$ cat src/rtl/hex_display_pkg.sv
`default_nettype none
// ============================================================================
// Module      : hex_display_pkg
// Description : Shared types and constants for the seven-segment scanner.
// Revision    : 1.0 - initial release
// ============================================================================
package hex_display_pkg;

    typedef logic [6:0] seg_t;

    localparam seg_t SEG_OFF    = 7'h7F;
    localparam int   MAX_DIGITS = 8;

    // All-ones anode mask (every digit off) for a bank of `digits` slots.
    function automatic logic [MAX_DIGITS-1:0] an_off_mask(input int digits);
        an_off_mask = '0;
        for (int k = 0; k < MAX_DIGITS; k++) begin
            if (k < digits) begin
                an_off_mask[k] = 1'b1;
            end
        end
    endfunction

endpackage : hex_display_pkg
`default_nettype wire

$ cat src/rtl/decoder_hex_16.sv
`default_nettype none
// ============================================================================
// Module      : decoder_hex_16
// Description : Combinational nibble to active-low seven-segment decoder.
// Revision    : 1.0 - initial release
// ============================================================================
module decoder_hex_16
    import hex_display_pkg::*;
(
    input  logic [3:0] i_nibble,
    output seg_t       o_seg
);

    // Bit 0 = segment a ... bit 6 = segment g, 0 lights the segment.
    always_comb begin
        o_seg = SEG_OFF;
        case (i_nibble)
            4'h0:    o_seg = 7'h40;
            4'h1:    o_seg = 7'h79;
            4'h2:    o_seg = 7'h24;
            4'h3:    o_seg = 7'h30;
            4'h4:    o_seg = 7'h19;
            4'h5:    o_seg = 7'h12;
            4'h6:    o_seg = 7'h02;
            4'h7:    o_seg = 7'h78;
            4'h8:    o_seg = 7'h00;
            4'h9:    o_seg = 7'h18;
            4'hA:    o_seg = 7'h08;
            4'hB:    o_seg = 7'h03;
            4'hC:    o_seg = 7'h46;
            4'hD:    o_seg = 7'h21;
            4'hE:    o_seg = 7'h06;
            4'hF:    o_seg = 7'h0E;
            default: o_seg = SEG_OFF;
        endcase
    end

endmodule : decoder_hex_16
`default_nettype wire

$ cat src/rtl/hex_display_scanner.sv
`default_nettype none
// ============================================================================
// Module      : hex_display_scanner
// Description : Time-multiplexed, double-buffered seven-segment digit driver.
// Revision    : 1.0 - initial release
// ============================================================================
module hex_display_scanner
    import hex_display_pkg::*;
#(
    parameter int DIGITS   = 4,
    parameter int SCAN_DIV = 50000
) (
    input  logic                clk,
    input  logic                rst,
    input  logic                load,
    input  logic [4*DIGITS-1:0] value,
    input  logic [DIGITS-1:0]   blank,
    output logic                pending,
    output logic                done,
    output logic [DIGITS-1:0]   an,
    output seg_t                seg
);

    localparam int DIV_W = (SCAN_DIV > 1) ? $clog2(SCAN_DIV) : 1;
    localparam int IDX_W = (DIGITS > 1) ? $clog2(DIGITS) : 1;

    localparam logic [DIV_W-1:0]  c_div_last = DIV_W'(SCAN_DIV - 1);
    localparam logic [IDX_W-1:0]  c_idx_last = IDX_W'(DIGITS - 1);
    localparam logic [DIGITS-1:0] c_an_off   = DIGITS'(an_off_mask(DIGITS));

    logic [DIV_W-1:0]    r_div;
    logic [IDX_W-1:0]    r_idx;
    logic [4*DIGITS-1:0] r_stage;
    logic [4*DIGITS-1:0] r_disp;
    logic                r_pending;
    logic                r_done;
    logic [DIGITS-1:0]   r_an;
    seg_t                r_seg;

    logic                w_div_wrap;
    logic                w_boundary;
    logic                w_commit;
    logic [3:0]          w_nibble;
    logic                w_blank_sel;
    logic [DIGITS-1:0]   w_an_lit;
    seg_t                w_dec_seg;

    assign w_div_wrap = (r_div == c_div_last);
    assign w_boundary = w_div_wrap && (r_idx == c_idx_last);
    assign w_commit   = w_boundary && r_pending;

    // Slot-select mux written as a compare loop so no index exceeds DIGITS.
    always_comb begin
        w_nibble    = 4'h0;
        w_blank_sel = 1'b0;
        w_an_lit    = c_an_off;
        for (int k = 0; k < DIGITS; k++) begin
            if (r_idx == IDX_W'(k)) begin
                w_nibble    = r_disp[4*k +: 4];
                w_blank_sel = blank[k];
                w_an_lit[k] = 1'b0;
            end
        end
    end

    decoder_hex_16 u_decoder (
        .i_nibble (w_nibble),
        .o_seg    (w_dec_seg)
    );

    always_ff @(posedge clk or posedge rst) begin
        if (rst) begin
            r_div     <= '0;
            r_idx     <= '0;
            r_stage   <= '0;
            r_disp    <= '0;
            r_pending <= 1'b0;
            r_done    <= 1'b0;
            r_an      <= c_an_off;
            r_seg     <= SEG_OFF;
        end else begin
            if (w_div_wrap) begin
                r_div <= '0;
                r_idx <= (r_idx == c_idx_last) ? '0 : r_idx + 1'b1;
            end else begin
                r_div <= r_div + 1'b1;
            end

            // A load on the commit cycle lands in stage after the old stage
            // has moved to disp, so it remains pending for the next frame.
            if (w_commit) begin
                r_disp <= r_stage;
            end
            if (load) begin
                r_stage   <= value;
                r_pending <= 1'b1;
            end else if (w_commit) begin
                r_pending <= 1'b0;
            end
            r_done <= w_commit;

            // First cycle of every slot is dark to hide anode switching ghosts.
            if (r_div == '0) begin
                r_an  <= c_an_off;
                r_seg <= SEG_OFF;
            end else begin
                r_an  <= w_an_lit;
                r_seg <= w_blank_sel ? SEG_OFF : w_dec_seg;
            end
        end
    end

    assign pending = r_pending;
    assign done    = r_done;
    assign an      = r_an;
    assign seg     = r_seg;

endmodule : hex_display_scanner
`default_nettype wire
$ cat config.mk
export PLATFORM = sky130hd
export DESIGN_NAME = hex_display_scanner
export DESIGN_NICKNAME = d
export VERILOG_FILES = /design/src/rtl/hex_display_pkg.sv /design/src/rtl/decoder_hex_16.sv /design/src/rtl/hex_display_scanner.sv
export SDC_FILE = /design/constraint.sdc
export NUM_CORES = 1
export LEC_CHECK = 0
export ABC_AREA = 0
export CELL_PAD_IN_SITES_DETAIL_PLACEMENT = 0
export CELL_PAD_IN_SITES_GLOBAL_PLACEMENT = 1
export CORE_MARGIN = 3
export CORE_UTILIZATION = 45
export DETAILED_ROUTE_END_ITERATION = 12
export HOLD_SLACK_MARGIN = 0.05
export PLACE_DENSITY = 0.83
export SLEW_MARGIN = 40
export SYNTH_ARGS = -nofsm -noshare
export SYNTH_HDL_FRONTEND = slang
export SYNTH_SLANG_ARGS = --single-unit
$ cat constraint.sdc
create_clock -name clk -period 3 [get_ports clk]
set_clock_uncertainty 0.1 [all_clocks]
set_input_delay 0.3 -clock clk [delete_from_list [all_inputs] [get_ports clk]]
set_output_delay 0.3 -clock clk [all_outputs]
set_load 0.01 [all_outputs]
# --- After elaboration in Yosys (flattened, before gate mapping) ---
# Memories as Yosys holds them, arrays and structs flattened.
# Cells that the tools add are included.
word_totals:
  register_bits: 63
  latchBits: 0
  ram_bits: 0
  rom_bits: 112
  input_bits: 23
  output_inout_bits: 13
  word_cells: 39
  n_memories: 1
classes:
  add_sub_neg: 2
  mul: 0
  n_div: 0
  order_cmp: 0
  n_eq_ne: 4
  n_shift: 0
  mux: 19
  n_bitwise: 0
  n_reduce_logical: 5
mem_list:
  columns: ["memory", "words", "width", "read_ports", "rd_ports_with_merged_regs", "write_ports", "line", "rtl"]
  rows:
  - ["(no name shown)", 16, 7, 1, 0, 0, "decoder_hex_16.sv:17", "case (i_nibble)"]
ops:
  columns: ["op", "n"]
  rows:
  - ["2-to-1 mux 4 bit", 5]
  - ["adder 16 x 1 -> 16 bit, second input constant", 1]
  - ["equality test 16 bit, second input constant", 1]
  - ["logical NOT 16 bit", 1]
  - ["2-to-1 mux 16 bit", 1]
  - ["2-to-1 mux 7 bit", 2]
  - ["2-to-1 mux 1 bit", 10]
  - ["equality test 2 bit, second input constant", 2]
  - ["adder 2 x 1 -> 2 bit, second input constant", 1]
  - ["equality test 2 x 1 -> 1 bit, second input constant", 1]
  - ["logical AND 1 bit", 2]
  - ["logical NOT 2 bit", 1]
  - ["2-to-1 mux 2 bit", 1]
  - ["nonzero test 2 bit", 1]

# --- Depth between registers and ports, before layout ---
# An unclocked memory read counts as a cell.
logic_depth:
  ltp_word: 8
  mapped_depth: 11
  depth_no_buf: 10

# --- Modules after synthesis ---
# From an unflattened synthesis, not the netlist that was laid out.
unflattened:
  hier_cells: 255
  hier_area_um2: 2965.3
by_module_without_submodules:
  columns: ["module", "instances", "cells_each", "area_each_um2", "seq_area_each_um2"]
  rows:
  - ["hex_display_scanner", 1, 218, 2705.1, 1590.3]
  - ["decoder_hex_16", 1, 37, 260.2, 0.0]

# --- Least setup slack after synthesis ---
# No wires, ideal clock.
synth_path:
  path_kind: "reg2reg"
  startpoint: "reg r_idx[0]"
  endpoint: "reg r_seg[3] (netlist: seg[3])"
  setup_ns: 0.087
  arrival_time_ns: 2.355
  required_ns: 2.813
  slack_ns: 0.458
  path_stages_with_launch: 11
  n_path_buf: 2
  period_less_slack_ns: 2.542
  cell_sequence: "dfrtp_1 ha_1 buf_2 buf_1 a21oi_1 a22oi_1 inv_1 ha_1 mux2_2 nor2_1 o31ai_1"
synth_via:
  elab_chain_cells: 8
  word_cells_on_any_way: 15
  cone_classes: "eq/ne: 3; mux: 10; reduce/logical: 1; memory: 1"
synth_lines:
  columns: ["item", "line", "rtl"]
  rows:
  - ["start, declared", "hex_display_scanner.sv:32", "logic [IDX_W-1:0] r_idx;"]
  - ["start signal, assigned", "hex_display_scanner.sv:84", "r_idx <= (r_idx == c_idx_last) ? '0 : r_idx + 1'b1;"]
  - ["logical NOT 2 bit", "hex_display_scanner.sv:58", "if (r_idx == IDX_W'(k)) begin"]
  - ["2-to-1 mux 4 bit (4 in a row)", "hex_display_scanner.sv:58", null]
  - ["memory read (16 x 7 bit)", null, null]
  - ["2-to-1 mux 7 bit (*)", "hex_display_scanner.sv:108", "r_seg <= w_blank_sel ? SEG_OFF : w_dec_seg;"]
  - ["2-to-1 mux 7 bit (*)", "hex_display_scanner.sv:103", "if (r_div == '0) begin"]
  - ["end signal, assigned", "hex_display_scanner.sv:108", null]
  - ["end, declared", "hex_display_scanner.sv:38", "seg_t r_seg;"]
# Every way passes the cells marked *; elsewhere a longest branch is shown, timed or not.
# A chain may end at the register's enable or synchronous reset.

# --- Worst setup path after layout ---
layout_path:
  startpoint: "reg r_idx[1]"
  endpoint: "reg r_seg[3] (netlist: seg[3])"
# The elaborated chain is that of the path after synthesis.

==> run_results.csv <==
group,metric,value,unit
outcome,status,"finished clean",
yosys,yosys_most_used_dff,"dfrtp_1",
clock_network,worst_skew_pair.late_latency,330,ps
worst_setup_path,r2r-start,"r_idx[1]$_DFFE_PP0N_",
detailed_routing,antenna_left,0,
sta,hold_viol_final,0,
job,drv_cap,0,
power_and_ir_drop,leakagePower,1.63,nW
sta,setup-violations-final,0,
grt,first_global_vias,1884,
yosys,synth_fa_ha_area_share,4.99,%
worst_setup_path,critPathLaunch,"r_idx[1]$_DFFE_PP0N_",
placed_design,portBuffers,35,
yosys,yosys_register_bits,63,
grt,grt_pass1_wl,9.06,mm
detailed_routing,drc,0,
clock_network,cts.sinks,63,
placed_design,hpwl,3.76,mm
detailed_routing,viasPerCell,5.14,
final_layout,mostFrequentLayoutCells,"dfrtp_1 (52), clkdlybuf4s50_1 (35), mux2_2 (26)",
yosys,synthSimpleGateAreaFrac,13.1,%
yosys,syn_area_per_cell,12.0,µm²
floorplan,fp.dieH,87.8,µm
placed_design,gp_congestion,0.812,
yosys,synth_nets,285,
sta,maxSlewViolCount,0,
clock_network,cts-root-buf,"clkbuf_8",
yosys,synth.mux.area_fraction,16.1,%
grt,grt_start_max_net_pins,26,
floorplan,core-area,6420,µm²
clock_network,cts_resized,0,
sta,fmax,409,MHz
grt,grt_overflow,0,
final_layout,n_antenna_cell,0,
yosys,synth.distinct_cells,45,
worst_setup_path,cp.required,3160,ps
clock_network,clock_path_buffers,2,
floorplan,pin_count,36,
worst_setup_path,critPathMaxFanout,11,
yosys,yosys_warnings,0,
yosys,synth_edf_count,0,
hold_path,hold_path.class,"primary input to asynchronous set/reset pin",
final_layout,seq_area,1590,µm²
clock_network,htree_num_levels,3,
grt,grt_usage,15.3,%
clock_network,post_cts_buffers,0,
sta,tightest_slew,734,ps
sta,fin_ws,553,ps
final_layout,drive_gt1_share,24.9,%
clock_network,postCtsHoldBufs,0,
floorplan,die_w,87.8,µm
clock_network,clkTransAtPathRegs,70,ps
clock_network,tritoncts,"done",
detailed_routing,drt_wl_total,5.16,mm
yosys,ys_async_sr_fraction,100,%
detailed_routing,num_vias,1924,
yosys,synth_compound_area_share,5.78,%
worst_setup_path,cp_data_arrival_time,2600,ps
yosys,syn-instance-count,250,
worst_setup_path,startpoint_type,"flip-flop",
sta,hold_ws,172,ps
final_layout,layout_commonest_cell,"dfrtp_1",
power_and_ir_drop,ir_drop,0.292,mV
grt,antenna_found_initial,0,
sta,fin_crit,2450,ps
sta,rsz0062_at_grt,"false",
yosys,netlist_area,3010,µm²
yosys,synth_xor_area_share,4.08,%
worst_setup_path,path_class,"flip-flop to flip-flop",
floorplan,fp-row-count,29,
detailed_routing,drtIter0Drc,76,
final_layout,fin_nets,327,
floorplan,die-area,7700,µm²
yosys,synth_seq_area_share,52.9,%
final_layout,fillers,536,
power_and_ir_drop,powerDensity,465,nW/µm²
placed_design,preCtsSetupSlack,568,ps
final_layout,multi_input_area,1330,µm²
detailed_routing,wire_per_inst,13.8,µm
sta,max_slew_margin,50.9,%
floorplan,start_util,46.8,%
clock_network,numCtsBuffers,9,
sta,fin_setup_tns,0,ps
sta,period_share,81.6,%
yosys,synth_top_family_by_area,"multiplexers",
final_layout,area.growth.synth_to_final,21.4,%
worst_setup_path,endpoint_kind,"flip-flop",
detailed_routing,drt-pass1-iter-count,4,
## registers in the layout (all words and copies together), names as in the netlist
| name | cells |
|---|---|
| r_idx | 2 |
| pending | 1 |
| seg | 7 |
| an | 4 |
| r_disp | 16 |
| r_stage | 16 |
| r_div | 16 |
| done | 1 |
## synth_stat cells (2+ instances only)
cell type / instances / area [µm²]
nor3_1: 5 / 25.0
mux2_2: 26 / 293
nand2b_1: 3 / 18.8
nand2_1: 22 / 82.6
and3_1: 3 / 18.8
nand4_1: 2 / 12.5
buf_2: 2 / 10.0
a211oi_1: 4 / 30.0
a22oi_1: 2 / 15.0
nor2_1: 16 / 60.1
nor3b_1: 2 / 15.0
inv_1: 12 / 45.0
nand3b_1: 2 / 15.0
nand3_1: 5 / 25.0
mux2i_1: 4 / 40.0
xor2_1: 7 / 61.3
dfstp_2: 11 / 289
xnor2_1: 7 / 61.3
ha_1: 12 / 150
dfrtp_1: 52 / 1300
mux2_4: 10 / 150
clkbuf_1: 6 / 22.5
o211ai_1: 2 / 15.0
o21ai_0: 4 / 20.0
nor2b_1: 4 / 25.0
a21oi_1: 6 / 30.0
## metrics by stage
stage | std cells | utilization, % | area [µm²] | total power [mW]
after floorplan | 250 | - | 3010 | 0.948
after global placement | 358 | 53.8 | 3450 | 0.997
after detailed placement | 358 | 53.8 | 3450 | 0.999
after CTS | 374 | 56.8 | 3650 | 1.72
after global routing | 374 | 56.8 | 3650 | 1.78
final | 374 | 56.8 | 3650 | 1.70
## final timing paths
check	end	slack [ps]	cells past startpoint
worst min-delay path	r_div[12]$_DFF_PP0_	170	2
worst max-delay path	seg[3]$_DFF_PP1_	550	10
worst max register to register	seg[3]$_DFF_PP1_	550	10
max in group asynchronous	seg[2]$_DFF_PP1_	1970	3
worst min register to register	r_div[12]$_DFF_PP0_	400	1
min in group clk	r_div[12]$_DFF_PP0_	400	1
## routing by layer
layer,vias to the layer above,wire (µm),GRT usage [%],part of all wire (%)
li1,942,-,-,-
met1,933,2560,21.1,50
met2,35,2280,22.5,44
met3,14,180,3.29,3.5
met4,0,142,8.09,2.8
met5,-,0,0,0
## critical path, cell delays in order (launching register included)
cell and delay, ps:
dfrtp_1 400, inv_1 100, ha_1 340, a21oi_1 110, o21ai_0 90, a22o_1 240, inv_1 100, ha_1 380
mux2_2 350, nor2_1 80, o31ai_1 80
## kinds of logic (layout without fill, tap and decap cells)
family / after synthesis / count (layout)
AO/OA/AOI/OAI: 26 / 26
flip-flops: 63 / 63
XOR/XNOR: 14 / 14
buffers and inverters: 22 / 69
AND/OR/NAND/NOR: 73 / 73
adder cells (fa/ha/maj): 12 / 12
multiplexers: 40 / 40
## final cells by class
class / instances / area share [%]
clock buffers: 10 / 3.50
clock inverters: 6 / 1.95
inverters: 12 / 1.23
multi-input cells: 165 / 36.3
flip-flops and latches: 63 / 43.6
well taps: 77 / 2.64
repair buffers: 41 / 10.8
## report_power, final
group	leakage (nW)	internal [mW]	total [mW]	switching (mW)
clock	0.0927	0.387	0.717	0.330
sequential	0.786	0.878	0.890	0.0115
combinational	0.747	0.0554	0.0902	0.0348
Power figures use the tool's default switching activity.
